<file path="config.mk">
export PLATFORM = sky130hd
export DESIGN_NAME = gd_step_sequencer
export DESIGN_NICKNAME = d
export VERILOG_FILES = /design/src/rtl/gd_step_sequencer.sv
export SDC_FILE = /design/constraint.sdc
export NUM_CORES = 1
export LEC_CHECK = 0
export CORE_MARGIN = 10
export CORE_UTILIZATION = 55
export CTS_BUF_LIST = sky130_fd_sc_hd__clkbuf_8
export CTS_CLUSTER_DIAMETER = 150
export DETAILED_ROUTE_END_ITERATION = 16
export PLACE_DENSITY = 0.95
export SLEW_MARGIN = 15
export SYNTH_ARGS = -nofsm -noshare
export SYNTH_HDL_FRONTEND = slang
export SYNTH_SLANG_ARGS = --single-unit
</file>
<file path="constraint.sdc">
create_clock -name clk -period 5 [get_ports clk]
set_clock_uncertainty 0.1 [all_clocks]
set_input_delay 0.5 -clock clk [delete_from_list [all_inputs] [get_ports clk]]
set_output_delay 0.5 -clock clk [all_outputs]
set_load 0.01 [all_outputs]
</file>
<file path="src/rtl/gd_step_sequencer.sv">
// ============================================================================
// gd_step_sequencer : gradient-descent loop controller for one signed 8.8 variable
// Rev 1.0
// ============================================================================
`default_nettype none

module gd_step_sequencer #(
   parameter int          MAX_ITER = 64,
   parameter int          LR_SHIFT = 3,
   parameter logic [15:0] EPS      = 16'h0010
) (
   input  logic        clk,
   input  logic        rst_n,
   input  logic        start,
   input  logic [15:0] x_init,
   output logic        grad_req,
   output logic [15:0] grad_x,
   input  logic        grad_valid,
   input  logic [15:0] grad_in,
   output logic        busy,
   output logic        done,
   output logic        converged,
   output logic [15:0] result_fx,
   output logic [7:0]  result_int,
   output logic [7:0]  iter_count
);

   localparam logic [7:0] MAX_ITER_W = 8'(MAX_ITER);

   typedef enum logic [2:0] {
      S_IDLE   = 3'd0,
      S_REQ    = 3'd1,
      S_WAIT   = 3'd2,
      S_UPDATE = 3'd3,
      S_SNAP   = 3'd4,
      S_DONE   = 3'd5
   } state_t;

   state_t state, state_nx;

   logic signed [15:0] x;
   logic signed [15:0] grad;
   logic signed [15:0] step;
   logic signed [16:0] diff;
   logic [15:0]        x_sat;
   logic [15:0]        step_abs;
   logic [7:0]         iter_nx;
   logic [7:0]         snap_int;
   logic               small_step;
   logic               cap_hit;

   always_comb begin
      step = grad >>> LR_SHIFT;
      diff = $signed({x[15], x}) - $signed({step[15], step});
      if (diff > 17'sd32767)
         x_sat = 16'h7FFF;
      else if (diff < -17'sd32768)
         x_sat = 16'h8000;
      else
         x_sat = diff[15:0];
      // Negating the most negative step would overflow, so clamp its magnitude.
      if (step == 16'sh8000)
         step_abs = 16'h7FFF;
      else if (step[15])
         step_abs = 16'(-step);
      else
         step_abs = step;
      small_step = step_abs < EPS;
      iter_nx    = iter_count + 8'd1;
      cap_hit    = iter_nx == MAX_ITER_W;
      // Adding 0x7F before truncation makes exact halves round toward -inf.
      if (x > 16'sh7F00)
         snap_int = 8'h7F;
      else
         snap_int = 8'((x + 16'sh007F) >>> 8);
   end

   always_ff @(posedge clk or negedge rst_n) begin
      if (!rst_n)
         state <= S_IDLE;
      else
         state <= state_nx;
   end

   always_comb begin
      state_nx = state;
      case (state)
         S_IDLE:   if (start) state_nx = S_REQ;
         S_REQ:    state_nx = S_WAIT;
         S_WAIT:   if (grad_valid) state_nx = S_UPDATE;
         S_UPDATE: state_nx = (small_step || cap_hit) ? S_SNAP : S_REQ;
         S_SNAP:   state_nx = S_DONE;
         S_DONE:   state_nx = S_IDLE;
         default:  state_nx = S_IDLE;
      endcase
   end

   always_ff @(posedge clk or negedge rst_n) begin
      if (!rst_n) begin
         x          <= '0;
         grad       <= '0;
         iter_count <= '0;
         converged  <= 1'b0;
         result_fx  <= '0;
         result_int <= '0;
      end else begin
         case (state)
            S_IDLE: begin
               if (start) begin
                  x          <= x_init;
                  iter_count <= '0;
                  converged  <= 1'b0;
               end
            end
            S_WAIT: begin
               if (grad_valid) grad <= grad_in;
            end
            S_UPDATE: begin
               x          <= x_sat;
               iter_count <= iter_nx;
               converged  <= small_step;
            end
            S_SNAP: begin
               result_fx  <= x;
               result_int <= snap_int;
            end
            default: ;
         endcase
      end
   end

   assign grad_req = (state == S_REQ);
   assign grad_x   = x;
   assign busy     = (state != S_IDLE);
   assign done     = (state == S_DONE);

endmodule

`default_nettype wire

</file>
==> impl_metrics.csv <==
group,metric,value,unit
drt,ant_nets,0,
placed_design,dpl-instance-area,4846,sq um
grt,grt_overflow,0,
clock_tree,cts_tree,"built",
clock_tree,cts_resized,0,
clock_tree,root_buffer,"clkbuf_8",
layout,antennaDiodeCount,0,
grt,grt_max_degree,66,
placed_design,gp_congestion,0.9563,
clock_tree,clk_latency,0.35,ns
timing,max_slew_margin,43.68,%
layout,syn_to_final_growth,28.06,%
power,p_sw_share,48.23,%
floorplan,core_area,6869,sq um
floorplan,io_pins,88,
drt,drc,0,
floorplan,die_w,104.6,um
clock_tree,max-clock-path-buffers,2,
synthesis,ys.flop_type,"dfrtp_1",
timing,tightest_slew,0.8448,ns
worst_setup_path,crit_fanout,9,
synthesis,synth_area_leaders,"dfrtp_1 (41%), ha_1 (5.4%), o21ai_0 (5.2%)",
synthesis,synthArstFlopShare,100.0,%
floorplan,die_area,10940,sq um
worst_setup_path,crit_required,5.16,ns
layout,drive_gt1_share,11.70,%
layout,final_cell_area,5042,sq um
worst_setup_path,worstRegToRegCells,11,
clock_tree,holdBufCountCts,0,
synthesis,yosysWarnings,0,
power,p_int,0.002134,W
power,combPwrFrac,64.9,%
synthesis,yosysTopAreaCell,"dfrtp_1",
drt,drtPass1Iterations,5,
job,maxCapViolCount,0,
worst_setup_path,crit_path_end_kind,"flop",
worst_setup_path,slowest_delay,0.48,ns
grt,grtUsageTotal,21.29,%
clock_tree,cts.sinks,65,
power,power.switching,0.001988,W
synthesis,yosysSeqAreaShare,41.31,%
synthesis,synth_most_common_cell,"dfrtp_1",
floorplan,initial_core_util,57.32,%
synthesis,avgSynthCellArea,9.157,sq um
worst_setup_path,path_cells,"inv_1, ha_1, fa_1, nor2b_1, o31ai_1, a211o_1, a31o_2, nor4_2, buf_4, o21ai_1, a21oi_1",
worst_setup_path,arrival,3.62,ns
worst_setup_path,cp_top_family,"compound AO/OA/AOI/OAI gates",
synthesis,synth_edf_count,0,
timing,period_needed,3.466,ns
grt,antenna_found_initial,0,
placed_design,io_buffers,84,
synthesis,ys_seq_elements,65,
layout,fin_nets,562,
clock_tree,post_cts_buffers,0,
timing,rsz0062_at_grt,"no",
worst_setup_path,cpMaxStageDelayCell,"nor4_2",
worst_setup_path,crit_buf_inv,2,
power,power-per-cell-area,817.4,nW/um^2
drt,wl_per_cell,19.95,um
synthesis,syn_inst,430,
floorplan,die_h,104.6,um
worst_setup_path,crit_path_start_kind,"flop",
clock_tree,cts-htree-levels,3,
power,p_leak,2.207,nW
timing,finalHoldViolations,0,
clock_tree,cts.reportedPaths.clkPinSlew,0.08,ns
timing,setup_tns,0,ns
synthesis,syn_nets,484,
placed_design,dp_hpwl,8.575,mm
power,power_frac_clock,10.9,%
timing,max_freq,0.2885,GHz
synthesis,syn-cell-area,3938,sq um
drt,vias_per_cell,6.356,
floorplan,row_count,30,
drt,vias,3871,
clock_tree,cts_buffers,9,
synthesis,synth_cell_types,66,
grt,grt_pass1_vias,3842,
drt,drt_wl_total,12.15,mm
worst_setup_path,cp.depth,11,
timing,final.period_utilization,69.33,%
grt,grt_pass1_wl,19.18,mm
drt,drtIter0Drc,407,
synthesis,synth_top_cell_area_share,41.31,%
power,p_seq_share,24.2,%
timing,setup_viol,0,
min_path,worst_hold_path_type,"in2async",
power,irDropWorstVdd,0.0004612,V
worst_setup_path,crit_type,"reg2reg",
timing,final_max_slew_viol_count,0,
synthesis,netlist_top_cells_count,"dfrtp_1 (65), nand2_1 (53), o21ai_0 (41)",
outcome,status,"finished, final reports clean",
-- power by group through the flow --
stage | logic, W | clock network [W] | registers, W
final | 0.00267 | 0.000451 | 0.000996
after global routing | 0.00289 | 0.000471 | 0.00102
after CTS | 0.00263 | 0.000446 | 0.000980
after detailed placement | 0.00258 | 0 | 0.000983
after global placement | 0.00245 | 0 | 0.000969
after floorplan | 0.00182 | 0 | 0.000941
-- through the flow --
stage | util [%] | instances | hold WS, ns | power [W] | setup WS, ns
3_5_place_dp | 70.55 | 593 | 0.3853 | 0.003561 | 1.663
6_report | 73.41 | 609 | 0.2136 | 0.004122 | 1.534
5_1_grt | 73.41 | 609 | 0.2805 | 0.004373 | 1.445
4_1_cts | 73.41 | 609 | 0.2523 | 0.004056 | 1.606
3_3_place_gp | 70.55 | 593 | 0.3752 | 0.003422 | 1.886
2_1_floorplan | - | 430 | 0.1044 | 0.002764 | 2.256
-- flip-flops by register name, indices dropped and copies added (netlist names) --
signal      flops
converged       1
result_fx      16
iter_count      8
state           3
result_int      8
grad           13
grad_x         16
-- layout make-up --
cell class | count | area [sq um]
sequential | 65 | 1627
multi-input combinational | 323 | 2151
clock inverter | 6 | 58.81
clock buffer | 10 | 137.6
fill | 453 | 1827
timing repair buffer | 89 | 873.3
inverter | 20 | 75.07
tap | 96 | 120.1
-- kinds of logic after synthesis --
| family | after synthesis | synth area share (%) |
|---|---|---|
| XOR/XNOR | 17 | 3.781 |
| buffers and inverters | 42 | 4.576 |
| AND/OR/NAND/NOR | 143 | 17.92 |
| multiplexers | 20 | 5.624 |
| adder cells (fa/ha/maj) | 19 | 6.196 |
| AO/OA/AOI/OAI | 124 | 20.59 |
| flip-flops | 65 | 41.31 |
-- placed cells by master, fill, tap and decap left out, types with 4 or more instances in the layout --
cell and instances:
a21o_1 4, a21oi_1 28, a31oi_1 5, and3_1 8, buf_4 5, clkbuf_8 10, clkdlybuf4s50_1 83, dfrtp_1 65
ha_1 17, inv_1 21, mux2_2 17, nand2_1 53, nand3_1 12, nand4_1 5, nor2_1 29, nor3_1 7
o211ai_1 5, o21a_1 4, o21ai_0 41, o21ai_1 4, xnor2_1 10, xor2_1 7
-- layer usage --
layer / routed length (um) / vias up / global-route usage (%)
li1: - / 1705 / -
met1: 4612 / 1834 / 24.17
met2: 5819 / 266 / 35.00
met3: 1141 / 66 / 6.511
met4: 574 / 0 / 11.96
met5: 0 / - / 0
-- final timing paths --
kind	slack [ns]	end	from
setup / recovery	1.53	grad_x[0]$_DFFE_PN0P_	grad_x[0]$_DFFE_PN0P_
hold / removal	0.21	result_fx[7]$_DFFE_PN0N_	rst_n
setup reg to reg	1.53	grad_x[0]$_DFFE_PN0P_	grad_x[0]$_DFFE_PN0P_
hold reg to reg	0.40	result_int[1]$_DFFE_PN0N_	result_int[1]$_DFFE_PN0N_
max in group asynchronous	4.03	grad[12]$_DFFE_PN0P_	rst_n
min in group clk	0.40	result_int[1]$_DFFE_PN0N_	result_int[1]$_DFFE_PN0N_
Power figures use the tool's default switching activity.
